File: src/rtl/chip_pkg.sv
// Shared definitions for the output-pad arbiter.
//   arb_state_t          : arbiter FSM states
//   strobe_bit / id_lsb  : pad-field offsets for any pad width / requester count
//   STROBE_BIT / ID_LSB  : the same offsets at the default 32-pad, 4-requester build
package chip_pkg;

    typedef enum logic [1:0] {
        IDLE     = 2'd0,
        DRIVE    = 2'd1,
        WAIT_LOW = 2'd2
    } arb_state_t;

    localparam int DEF_NUM_REQ         = 4;
    localparam int DEF_NUM_OUTPUT_PADS = 32;

    function automatic int strobe_bit(input int num_pads);
        return num_pads - 1;
    endfunction

    // The id field sits directly below the strobe; data fills everything beneath it.
    function automatic int id_lsb(input int num_pads, input int num_req);
        return num_pads - 1 - $clog2(num_req);
    endfunction

    localparam int STROBE_BIT = strobe_bit(DEF_NUM_OUTPUT_PADS);
    localparam int ID_LSB     = id_lsb(DEF_NUM_OUTPUT_PADS, DEF_NUM_REQ);

endpackage

File: src/rtl/bit_sync.sv
// Two-flop synchronizer for a single asynchronous level.
//   clk : destination clock
//   rst : synchronous active-high reset, clears both flops
//   d   : asynchronous input
//   q   : synchronized output (two clk edges of latency)
module bit_sync (
    input  logic clk,
    input  logic rst,
    input  logic d,
    output logic q
);

    logic meta;

    always_ff @(posedge clk) begin
        if (rst) begin
            meta <= 1'b0;
            q    <= 1'b0;
        end else begin
            meta <= d;
            q    <= meta;
        end
    end

endmodule

File: src/rtl/pad_out_arbiter.sv
// Round-robin arbiter that lets NUM_REQ core requesters share one output pad bus
// using a four-phase strobe/ack handshake with an off-chip receiver.
//   clk, rst    : single clock, synchronous active-high reset
//   req_valid   : per-requester word valid
//   req_data    : per-requester word (DATA_W bits each)
//   req_last    : word is the last of its burst
//   req_ready   : one-hot, one-cycle word-accepted pulse (combinational)
//   ext_ack     : asynchronous off-chip acknowledge
//   err_clr     : clears the sticky timeout flag
//   pad_out     : {strobe, requester id, data}
//   busy        : FSM not idle
//   timeout_err : sticky flag, set when a handshake edge never arrives
module pad_out_arbiter
    import chip_pkg::*;
#(
    parameter  int NUM_REQ         = DEF_NUM_REQ,
    parameter  int NUM_OUTPUT_PADS = DEF_NUM_OUTPUT_PADS,
    parameter  int MAX_BURST       = 16,
    parameter  int TIMEOUT         = 1024,
    localparam int ID_W            = $clog2(NUM_REQ),
    localparam int DATA_W          = NUM_OUTPUT_PADS - 1 - ID_W
) (
    input  logic                              clk,
    input  logic                              rst,
    input  logic [NUM_REQ-1:0]                req_valid,
    input  logic [NUM_REQ-1:0][DATA_W-1:0]    req_data,
    input  logic [NUM_REQ-1:0]                req_last,
    output logic [NUM_REQ-1:0]                req_ready,
    input  logic                              ext_ack,
    input  logic                              err_clr,
    output logic [NUM_OUTPUT_PADS-1:0]        pad_out,
    output logic                              busy,
    output logic                              timeout_err
);

    localparam int STB     = strobe_bit(NUM_OUTPUT_PADS);
    localparam int IDL     = id_lsb(NUM_OUTPUT_PADS, NUM_REQ);
    localparam int BURST_W = $clog2(MAX_BURST + 1);
    localparam int TMO_W   = $clog2(TIMEOUT);

    arb_state_t                 state_q, state_nxt;
    logic [ID_W-1:0]            grant_q, grant_nxt;
    logic [ID_W-1:0]            last_grant_q, last_grant_nxt;
    logic [BURST_W-1:0]         burst_cnt_q, burst_cnt_nxt;
    logic [TMO_W-1:0]           tmo_cnt_q, tmo_cnt_nxt;
    logic                       last_q, last_nxt;
    logic                       err_q, err_nxt;
    logic [NUM_OUTPUT_PADS-1:0] pad_q, pad_nxt;
    logic [NUM_REQ-1:0]         ready_c;
    logic                       ack_s;
    logic                       pick_found;
    logic [ID_W-1:0]            pick_id;
    logic                       tmo_expired;
    logic                       burst_done;

    bit_sync u_ack_sync (
        .clk (clk),
        .rst (rst),
        .d   (ext_ack),
        .q   (ack_s)
    );

    // First valid requester after the previous grant, wrapping around.
    // Scanning from the far end lets the nearest candidate overwrite the result.
    function automatic logic [ID_W:0] rr_pick(input logic [NUM_REQ-1:0] valid,
                                              input logic [ID_W-1:0]    last);
        logic [ID_W:0] res;
        int            idx;
        res = '0;
        for (int i = NUM_REQ; i >= 1; i--) begin
            idx = (int'(last) + i) % NUM_REQ;
            if (valid[idx]) begin
                res = {1'b1, idx[ID_W-1:0]};
            end
        end
        return res;
    endfunction

    function automatic logic [NUM_OUTPUT_PADS-1:0] pad_word(input logic [ID_W-1:0]   id,
                                                            input logic [DATA_W-1:0] data);
        logic [NUM_OUTPUT_PADS-1:0] w;
        w            = '0;
        w[STB]       = 1'b1;
        w[STB-1:IDL] = id;
        w[IDL-1:0]   = data;
        return w;
    endfunction

    assign {pick_found, pick_id} = rr_pick(req_valid, last_grant_q);
    assign tmo_expired = (tmo_cnt_q == TMO_W'(TIMEOUT - 1));
    assign burst_done  = last_q || (burst_cnt_q == BURST_W'(MAX_BURST));

    always_comb begin
        state_nxt      = state_q;
        grant_nxt      = grant_q;
        last_grant_nxt = last_grant_q;
        burst_cnt_nxt  = burst_cnt_q;
        tmo_cnt_nxt    = tmo_cnt_q;
        last_nxt       = last_q;
        pad_nxt        = pad_q;
        ready_c        = '0;
        // A timeout raised below overrides this clear in the same cycle.
        err_nxt        = err_q & ~err_clr;

        case (state_q)
            IDLE: begin
                // Holding off while ack_s is still high keeps a late ack from a
                // timed-out transfer from completing the next one.
                if (pick_found && !ack_s) begin
                    ready_c[pick_id] = 1'b1;
                    grant_nxt        = pick_id;
                    last_grant_nxt   = pick_id;
                    pad_nxt          = pad_word(pick_id, req_data[pick_id]);
                    last_nxt         = req_last[pick_id];
                    burst_cnt_nxt    = BURST_W'(1);
                    tmo_cnt_nxt      = '0;
                    state_nxt        = DRIVE;
                end
            end

            DRIVE: begin
                if (ack_s) begin
                    pad_nxt[STB] = 1'b0;
                    tmo_cnt_nxt  = '0;
                    state_nxt    = WAIT_LOW;
                end else if (tmo_expired) begin
                    pad_nxt[STB] = 1'b0;
                    err_nxt      = 1'b1;
                    state_nxt    = IDLE;
                end else begin
                    tmo_cnt_nxt = tmo_cnt_q + 1'b1;
                end
            end

            WAIT_LOW: begin
                if (!ack_s) begin
                    if (burst_done) begin
                        state_nxt = IDLE;
                    end else if (req_valid[grant_q]) begin
                        ready_c[grant_q] = 1'b1;
                        pad_nxt          = pad_word(grant_q, req_data[grant_q]);
                        last_nxt         = req_last[grant_q];
                        burst_cnt_nxt    = burst_cnt_q + 1'b1;
                        tmo_cnt_nxt      = '0;
                        state_nxt        = DRIVE;
                    end else begin
                        // Requester stalled: give the bus back rather than wait.
                        state_nxt = IDLE;
                    end
                end else if (tmo_expired) begin
                    err_nxt   = 1'b1;
                    state_nxt = IDLE;
                end else begin
                    tmo_cnt_nxt = tmo_cnt_q + 1'b1;
                end
            end

            default: begin
                state_nxt = IDLE;
            end
        endcase
    end

    always_ff @(posedge clk) begin
        if (rst) begin
            state_q      <= IDLE;
            grant_q      <= '0;
            last_grant_q <= ID_W'(NUM_REQ - 1);
            burst_cnt_q  <= '0;
            tmo_cnt_q    <= '0;
            last_q       <= 1'b0;
            err_q        <= 1'b0;
            pad_q        <= '0;
        end else begin
            state_q      <= state_nxt;
            grant_q      <= grant_nxt;
            last_grant_q <= last_grant_nxt;
            burst_cnt_q  <= burst_cnt_nxt;
            tmo_cnt_q    <= tmo_cnt_nxt;
            last_q       <= last_nxt;
            err_q        <= err_nxt;
            pad_q        <= pad_nxt;
        end
    end

    // Gated by rst so no word is reported accepted while the capture is discarded.
    assign req_ready   = ready_c & {NUM_REQ{~rst}};
    assign pad_out     = pad_q;
    assign busy        = (state_q != IDLE);
    assign timeout_err = err_q;

endmodule

File: config.mk
export PLATFORM = sky130hd
export DESIGN_NAME = pad_out_arbiter
export DESIGN_NICKNAME = d
export VERILOG_FILES = /design/src/rtl/chip_pkg.sv /design/src/rtl/bit_sync.sv /design/src/rtl/pad_out_arbiter.sv
export SDC_FILE = /design/constraint.sdc
export NUM_CORES = 1
export LEC_CHECK = 0
export CORE_UTILIZATION = 60
export DETAILED_ROUTE_END_ITERATION = 6
export DONT_BUFFER_PORTS = 1
export PLACE_DENSITY = 0.76
export SYNTH_ARGS = -nofsm -noshare
export SYNTH_HDL_FRONTEND = slang
export SYNTH_HIERARCHICAL = 1
export SYNTH_SLANG_ARGS = --single-unit
File: constraint.sdc
create_clock -name clk -period 4.7 [get_ports clk]
set_input_delay 0.94 -clock clk [delete_from_list [all_inputs] [get_ports clk]]
set_output_delay 0.94 -clock clk [all_outputs]
set_load 0.02 [all_outputs]
==> results of run 1 <==
[through the flow]
step / power (mW) / setup slack, ps / utilization [%]
floorplan: 1.24 / 1150 / -
global placement: 1.33 / 1180 / 61.6
detailed placement: 1.36 / 1140 / 61.6
CTS: 1.86 / 814 / 63.7
global route: 1.96 / 585 / 63.7
finish: 1.87 / 709 / 63.7
[layout by cell type (no fill, tap or decap), types with 10 or more instances in the layout]
master,count
mux4_2,28
a2111oi_0,23
a311oi_1,49
nor3b_1,47
o21ai_1,10
clkbuf_8,10
inv_1,20
a21oi_1,64
o21ai_0,51
nand4_1,10
a32oi_1,24
nor4bb_1,46
o2111ai_1,46
nor2_1,33
buf_4,18
dfxtp_1,53
nand3_1,10
[registers in the layout, indices dropped and copies added, names as in the netlist]
name	cells
pad_out	32
grant_q	2
u_ack_sync/meta	1
last_q	1
burst_cnt_q	5
state_q	2
u_ack_sync/q	1
last_grant_q	2
tmo_cnt_q	10
timeout_err	1
[synth_stat cells, types with 3 or more instances]
library cell,instances
a41o_1,7
o21a_1,3
or3_1,9
o31a_1,7
nand4_1,10
a21oi_1,65
nand2_1,8
clkbuf_1,86
nand3_1,10
o21ai_1,12
nor3b_1,47
and3_1,9
o211ai_1,9
inv_1,20
dfxtp_1,57
nor3_1,6
buf_1,5
nor4bb_1,46
a211o_1,7
o2111ai_1,46
a2111oi_0,23
mux4_2,28
nand2b_1,3
a32oi_1,24
ha_1,7
buf_2,10
nor2b_1,6
o21ai_0,52
nor2_1,33
mux4_1,3
a311oi_1,49
a211oi_1,3
[logic make-up (layout without fill, tap and decap cells)]
kind of cell	after synthesis	count (layout)
AO/OA/AOI/OAI	321	321
AND/OR/NAND/NOR	198	198
buffers and inverters	127	55
flip-flops	57	57
multiplexers	33	33
adder cells (fa/ha/maj)	7	7
XOR/XNOR	1	1
[final timing paths]
check / start / cells past startpoint / to
setup / recovery: last_grant_q[1] / 5 / req_ready[2]
hold / removal: u_ack_sync/meta / 1 / u_ack_sync/q
setup reg to reg: last_grant_q[1] / 6 / last_q
hold reg to reg: u_ack_sync/meta / 1 / u_ack_sync/q
[report_power, final]
part	switching (mW)	leakage (nW)	internal [mW]	total, mW
Clock	0.245	0.0949	0.260	0.505
Combinational	0.371	1.30	0.297	0.668
Sequential	0.152	0.470	0.546	0.698
Total	0.768	1.86	1.10	1.87
[layer usage]
metal | share of wire [%] | vias to the layer above | global-route usage, %
li1 | - | 2945 | -
met1 | 38 | 3210 | 45.8
met2 | 47 | 477 | 61.0
met3 | 11 | 104 | 10.6
met4 | 4.5 | 0 | 23.5
met5 | 0 | - | 3.37
[layout make-up]
cell class	instances	area, um^2	share of cell area [%]
Multi-Input combinational cell	560	4550	72.5
Inverter	21	78.8	1.25
Timing Repair Buffer	18	135	2.15
Clock inverter	6	66.3	1.06
Sequential cell	57	1150	18.2
Tap cell	133	166	2.65
Clock buffer	10	138	2.19
==> impl_metrics.yaml, run 1 <==
floorplanning:
  fp.dieW_um: 103
  dieArea_um2: 10700
  die_height_um: 103
  initial_utilization_pct: 62.4
  io_pins: 166
  coreArea_um2: 9860
  fp-row-count: 36
synthesis:
  synth_xor_area_share_pct: 0.142
  ys_types: 58
  synth_compound_area_share_pct: 37.5
  synth_top_family_by_area: "compound AO/OA/AOI/OAI gates"
  synth_top_area_cell: "dfxtp_1"
  synth_edf_count: 0
  synth_seq_cells: 57
  netlist_area_um2: 6160
  seq_area_frac_synth_pct: 18.5
  ys_async_sr_fraction_pct: 0
  synth_warnings: 6
  synthCells: 744
  synth_flop_cell: "dfxtp_1"
  synth_area_per_cell_um2: 8.28
  muxShareOfSynthArea_pct: 11.8
  syn_nets: 879
  synth_top_area_share_pct: 18.5
  synthAdderAreaFrac_pct: 1.42
  synthSimpleGateAreaFrac_pct: 22.2
  synth.area.top_cells: "dfxtp_1, mux4_2, nor4bb_1, a311oi_1, o2111ai_1"
sta:
  slew_headroom_pct: 15.7
  min_period_over_period_pct: 84.9
  tightestPinTransition_ps: 1260
  final_hold_viol_count: 0
  fin_setup_tns_ps: 0
  finalCriticalPeriod_ps: 3990
  setup-violations-final: 0
  fmax_ghz: 0.251
  fin_skew_ps: 13.5
  slew_violations: 0
  rsz0062_at_grt: "false"
  holdWs_ps: 459
worst_setup_path:
  cpMaxStageDelayCell: "o21a_1"
  path_delay_family: "compound AO/OA/AOI/OAI gates"
  slowest_delay_ps: 1090
  crit_path_start_kind: "flip-flop"
  critPathCaptureType: "primary output"
  path_cells: "o21a_1, nor3_2, a2bb2oi_1, nor2_1, buf_4"
  cp_num_buf_inv: 1
  cp.required_ps: 3760
  worstPathMaxFanout: 54
  crit_arrival_ps: 3050
  r2r_setup_slack_ps: 1390
  critPathKind: "flip-flop to primary output"
routing:
  drtPass1Iterations: 6
  wl_um: 20800
  drc_errors: 0
  vias: 6736
  wl_per_cell_um: 25.8
  final_antenna_net_count: 0
  drt_iter0_drc: 969
  via_per_inst: 8.37
placement:
  globalplace.congestion: 0.837
  placed_area_um2: 6080
  hpwl_um: 12800
  portBuffers: 0
  dpl.cell_count: 789
cts:
  htreeDepth: 3
  cts.sinks: 57
  clkTransAtPathRegs_ps: 80
  hold_buffers: 0
  post_cts.repair.setup_buffers: 0
  clock_latency_ps: 380
  cts_root_buffer: "clkbuf_8"
  clockBufferDepth: 2
  cts_buffers: 9
  cts_resized: 0
  cts_tree: "yes"
finish:
  fin_area_um2: 6280
  fin_nets: 802
  fillers: 843
  n_antenna_cell: 0
  drive_above_1_share_pct: 11.6
  final_cells: 805
  syn_to_final_growth_pct: 2.05
power:
  ir_drop_mv: 0.152
  leakage_nw: 1.86
  powerDensity_nw_per_um2: 298
global_routing:
  grt_start_max_net_pins: 56
  first_global_vias: 6547
  grt_pass1_wl_um: 31900
  grtUsageTotal_pct: 38.3
  grt-ovfl-total: 0
  antenna_found_initial: 0
run:
  drv_cap: 0
hold_path:
  min_path_type: "flip-flop to flip-flop"
outcome:
  outcome: "finished, final reports clean"
Note: power is estimated with default switching activity, not from simulation.
==> run 2: changes to the inputs <==
==> constraint.sdc (replaced) <==
create_clock -name clk -period 4.1 [get_ports clk]
set_input_delay 0.82 -clock clk [delete_from_list [all_inputs] [get_ports clk]]
set_output_delay 0.82 -clock clk [all_outputs]
set_load 0.02 [all_outputs]
==> run 2 against run 1 <==
Net effect:
- critical endpoint is now req_ready[1]
- critical path depth decreased by 1
- sequential share of layout area decreased by 0.15 points
- die area unchanged
- largest power group is now combinational logic
==> impl_metrics.yaml, run 2 (synthesis gave the netlist of run 1 again) <==
outcome:
  outcome: "finished, final reports clean"
cts:
  clockBufferDepth: 2
  hold_buffers: 0
  clkTransAtPathRegs_ps: 80
  cts_buffers: 9
  htreeDepth: 3
  clock_latency_ps: 360
  cts_resized: 0
  cts.sinks: 57
  post_cts.repair.setup_buffers: 0
  cts_tree: "yes"
  cts_root_buffer: "clkbuf_8"
worst_setup_path:
  path_cells: "mux4_2, and4_1, nand3b_1, a21oi_1"
  cp.required_ps: 3280
  worstPathMaxFanout: 37
  rr_endpoint: "pad_out[21]"
  critPathCaptureType: "primary output"
  cp_num_buf_inv: 0
  crit_arrival_ps: 2810
  r2r_setup_slack_ps: 990
  crit_path_start_kind: "flip-flop"
  rr_worst_depth: 6
  reg2reg_from: "grant_q[1]"
  critPathKind: "flip-flop to primary output"
  slowest_delay_ps: 980
  cpMaxStageDelayCell: "dfxtp_2"
  path_delay_family: "flip-flops"
floorplanning:
  dieArea_um2: 10700
  fp-row-count: 36
  fp.dieW_um: 103
  coreArea_um2: 9860
  io_pins: 166
  die_height_um: 103
  initial_utilization_pct: 62.4
global_routing:
  grt_start_max_net_pins: 56
  grtUsageTotal_pct: 40.1
  grt-ovfl-total: 0
  first_global_vias: 6637
  grt_pass1_wl_um: 33300
  antenna_found_initial: 0
sta:
  final_hold_viol_count: 0
  slew_headroom_pct: 33.6
  holdWs_ps: 455
  slew_violations: 0
  fin_skew_ps: 12.5
  tightestPinTransition_ps: 996
  fmax_ghz: 0.275
  fin_setup_tns_ps: 0
  setup-violations-final: 0
  finalWorstSetupSlack_ps: 468
  min_period_over_period_pct: 88.6
  rsz0062_at_grt: "false"
  finalCriticalPeriod_ps: 3630
finish:
  utilization_pct: 64.2
  mostFrequentLayoutCells: "a21oi_1, dfxtp_1, o21ai_0"
  final_common_cell: "a21oi_1"
  fin_nets: 806
  syn_to_final_growth_pct: 2.91
  final_cells: 809
  n_antenna_cell: 0
  largest_reg_flops: 32
  drive_above_1_share_pct: 12.1
  fin_area_um2: 6340
power:
  p_int_mw: 1.32
  combPwrFrac_pct: 35.9
  swShare_pct: 40.5
  seqPwrFrac_pct: 35.3
  p_sw_mw: 0.899
  powerDensity_nw_per_um2: 350
  power.total_mw: 2.22
  power_frac_clock_pct: 28.8
  leakage_nw: 1.90
  ir_drop_mv: 0.164
routing:
  wl_um: 21300
  drt_iter0_drc: 789
  drc_errors: 0
  final_antenna_net_count: 0
  vias: 6838
  wl_per_cell_um: 26.4
  drtPass1Iterations: 5
  via_per_inst: 8.45
placement:
  pre_cts_slack_ps: 973
  hpwl_um: 13100
  dpl.cell_count: 793
  portBuffers: 0
  globalplace.congestion: 0.836
  placed_area_um2: 6110
hold_path:
  min_path_cells: 1
  min-delay-start: "u_ack_sync/meta"
  hold_end: "u_ack_sync/q"
  min_path_type: "flip-flop to flip-flop"
run:
  drv_cap: 0
[run 2: area by class of cell]
| class | instances | area, um^2 |
|---|---|---|
| fill | 861 | 3530 |
| timing repair buffer | 22 | 165 |
| clock buffer | 9 | 124 |
| clock inverter | 7 | 103 |
| tap | 133 | 166 |
| multi-input combinational | 560 | 4550 |
| inverter | 21 | 78.8 |
| sequential | 57 | 1150 |
[run 2: worst max-delay path by stage]
stage / from / endpoint / slack (ps) / cells past startpoint
after global routing: grant_q[1] / req_ready[0] / 350 / 6
final: grant_q[1] / req_ready[1] / 470 / 4
after global placement: grant_q[1] / req_ready[0] / 1030 / 6
after floorplan: req_valid[1] / req_ready[0] / 790 / 7
after CTS: grant_q[1] / req_ready[1] / 580 / 4
after detailed placement: req_valid[3] / req_ready[3] / 970 / 5
[run 2: per-layer routing]
layer | global-route usage [%] | share of wire (%) | wire length, um
met2 | 65.3 | 46 | 9820
met1 | 48.3 | 36 | 7780
met5 | 0 | 0 | 0
met4 | 23.7 | 5.1 | 1080
met3 | 9.68 | 12 | 2640
[run 2: worst register-to-register path: cells and delay by family (launching register included)]
kind,cells,cell delay [ps]
flip-flops,1,980
AO/OA/AOI/OAI,3,910
multiplexers,1,470
buffers and inverters,1,360
AND/OR/NAND/NOR,1,330
[run 2: power by group through the flow]
stage	Clock, mW	Combinational (mW)	Sequential, mW
after floorplan	0	0.684	0.738
after global placement	0	0.751	0.790
after detailed placement	0	0.774	0.793
final	0.638	0.797	0.784
after global routing	0.662	0.867	0.793
after CTS	0.639	0.779	0.781
==> run 3: changes to the inputs <==
--- a/config.mk
+++ b/config.mk
@@ -5,11 +5,12 @@
 export SDC_FILE = /design/constraint.sdc
 export NUM_CORES = 1
 export LEC_CHECK = 0
-export CORE_UTILIZATION = 60
+export CELL_PAD_IN_SITES_DETAIL_PLACEMENT = 1
+export CELL_PAD_IN_SITES_GLOBAL_PLACEMENT = 1
+export CORE_UTILIZATION = 47
 export DETAILED_ROUTE_END_ITERATION = 6
 export DONT_BUFFER_PORTS = 1
-export PLACE_DENSITY = 0.76
+export PLACE_DENSITY = 0.81
 export SYNTH_ARGS = -nofsm -noshare
 export SYNTH_HDL_FRONTEND = slang
-export SYNTH_HIERARCHICAL = 1
 export SYNTH_SLANG_ARGS = --single-unit
==> run 3 against run 2 <==
Net effect:
- power down 11%
- count of clock-buffer cells in the layout up 3
- register-to-register slack better by 180 ps
- first-iteration DRC count down 77%
- clock power down 11%
- synthesized area down 27%
- wire length down 31%
- synthesized cell count down 31%
- setup slack better by 260 ps
- final cell count down 23%
- maximum frequency up 7.6%
- critical path type is now input port to primary output
- largest power group is now sequential cells
==> impl_metrics.yaml, run 3 <==
cts:
  htreeDepth: 3
  clkTransAtPathRegs_ps: 70
  post_cts.repair.setup_buffers: 0
  cts_tree: "yes"
  clock_latency_ps: 350
  cts.sinks: 57
  clockBufferDepth: 2
  cts_buffers: 9
  hold_buffers: 0
  cts_root_buffer: "clkbuf_8"
  cts_resized: 0
floorplanning:
  io_pins: 166
  dieArea_um2: 9920
  die_height_um: 99.6
  fp-row-count: 35
  fp.dieW_um: 99.6
  initial_utilization_pct: 48.4
  coreArea_um2: 9240
finish:
  largest_reg_flops: 32
  mostFrequentLayoutCells: "nand2_1, a21oi_1, dfxtp_1"
  syn_to_final_growth_pct: 6.04
  drive_above_1_share_pct: 14.7
  n_antenna_cell: 0
  ff_latch_area_um2: 1140
  fin_nets: 626
  final_common_cell: "nand2_1"
  multi_input_area_um2: 3080
  fillers: 1106
  fin_area_um2: 4750
synthesis:
  syn_nets: 645
  netlist_top_cells_count: "nand2_1, dfxtp_1, a21oi_1, mux2i_1, o21ai_0"
  synth_seq_cells: 57
  netlist_area_um2: 4480
  ys_async_sr_fraction_pct: 0
  synth.most_common_cell: "nand2_1"
  synthSimpleGateAreaFrac_pct: 15.1
  seq_area_frac_synth_pct: 25.5
  synth_warnings: 0
  synth_xor_area_share_pct: 1.76
  synth_compound_area_share_pct: 26.0
  muxShareOfSynthArea_pct: 23.9
  synth_top_area_share_pct: 25.5
  synth_top_family_by_area: "compound AO/OA/AOI/OAI gates"
  synth_top_area_cell: "dfxtp_1"
  synth_flop_cell: "dfxtp_1"
  synthAdderAreaFrac_pct: 1.96
  synthCells: 510
  ys_types: 57
  synth_edf_count: 0
  synth.area.top_cells: "dfxtp_1, mux4_2, mux2i_1, a21oi_1, nand2_1"
  synth_area_per_cell_um2: 8.78
global_routing:
  first_global_vias: 4884
  grt-ovfl-total: 0
  grt_start_max_net_pins: 46
  grtUsageTotal_pct: 30.5
  grt_pass1_wl_um: 23600
  antenna_found_initial: 0
sta:
  tightestPinTransition_ps: 956
  finalCriticalPeriod_ps: 3380
  fmax_ghz: 0.296
  slew_violations: 0
  final_hold_viol_count: 0
  slew_headroom_pct: 36.3
  rsz0062_at_grt: "false"
  fin_skew_ps: 14.4
  min_period_over_period_pct: 82.3
  fin_setup_tns_ps: 0
  setup-violations-final: 0
worst_setup_path:
  critPathKind: "input port to primary output"
  crit_path_start_kind: "input port"
  cp.required_ps: 3280
  critPathCaptureType: "primary output"
  cp_num_buf_inv: 1
  cpMaxStageDelayCell: "or3_1"
  worstPathMaxFanout: 15
  path_depth: 6
  rr_worst_depth: 8
  path_cells: "nor2_1, nor3_2, buf_4, or3_1, o32a_1, nor2_1"
  slowest_delay_ps: 610
  rr_endpoint: "pad_out[12]"
  reg2reg_from: "state_q[0]"
  crit_arrival_ps: 2560
  r2r_setup_slack_ps: 1170
  cp_common_cell: "nor2_1"
  path_delay_family: "simple AND/OR/NAND/NOR gates"
routing:
  via_per_inst: 6.97
  final_antenna_net_count: 0
  drc_errors: 0
  wl_per_cell_um: 23.6
  drtPass1Iterations: 5
  drt_iter0_drc: 184
  wl_um: 14700
  vias: 4358
placement:
  hpwl_um: 10200
  portBuffers: 0
  placed_area_um2: 4540
  globalplace.congestion: 0.852
power:
  ir_drop_mv: 0.147
  powerDensity_nw_per_um2: 414
  leakage_nw: 1.68
  power.total_mw: 1.96
hold_path:
  min-delay-start: "u_ack_sync.meta"
  hold_end: "u_ack_sync.q"
  min_path_type: "flip-flop to flip-flop"
  min_path_cells: 1
outcome:
  outcome: "finished, final reports clean"
run:
  drv_cap: 0
-- run 3: worst reg2reg max path, stage by stage, from the launching register on --
cell and delay, ps:
dfxtp_1 360, inv_1 100, ha_1 170, buf_4 400
inv_1 380, nand2_1 550, a21oi_1 90, a2111oi_0 650
a31o_1 180
-- run 3: cell type report --
type	instances	share of cell area (%)
Multi-Input combinational cell	396	64.8
Sequential cell	57	24.1
Tap cell	129	3.40
Clock buffer	12	3.27
Timing Repair Buffer	15	2.37
Clock inverter	4	1.08
Inverter	12	0.949
-- run 3: cell families after synthesis --
family                     count (synthesis)
DFF                                       57
muxes                                     67
AOI/OAI and AO/OA                        170
and+or+nand+nor                          143
adders and majority gates                  7
xor gates and xnor gates                   9
buffers and inverters                     57
-- run 3: worst max-delay path by stage --
| stage | from | to | slack, ps |
|---|---|---|---|
| after global routing | req_valid[1] | req_ready[0] | 660 |
| after detailed placement | req_valid[1] | req_ready[0] | 720 |
| after global placement | req_valid[1] | req_ready[0] | 770 |
| final | req_valid[1] | req_ready[0] | 720 |
| after floorplan | req_valid[3] | req_ready[0] | 780 |
| after CTS | req_valid[1] | req_ready[0] | 730 |
-- run 3: where the power goes --
part	switching (mW)	internal [mW]	total (mW)
Sequential	0.128	0.625	0.753
Combinational	0.368	0.276	0.643
Clock	0.253	0.314	0.568
Total	0.749	1.21	1.96
-- run 3: per-stage QoR --
stage	util, %	std cells	hold slack (ps)	worst slack (ps)
floorplan	-	510	414	777
global placement	49.1	609	437	768
detailed placement	49.1	609	430	719
CTS	51.4	625	444	735
global route	51.4	625	449	664
finish	51.4	625	440	725
-- run 3: layer usage --
layer	up-vias	track usage (%)	part of all wire (%)
li1	1927	-	-
met1	2157	33.0	38
met2	223	54.4	50
met3	51	7.94	7.6
met4	0	16.5	3.8
met5	-	0	0
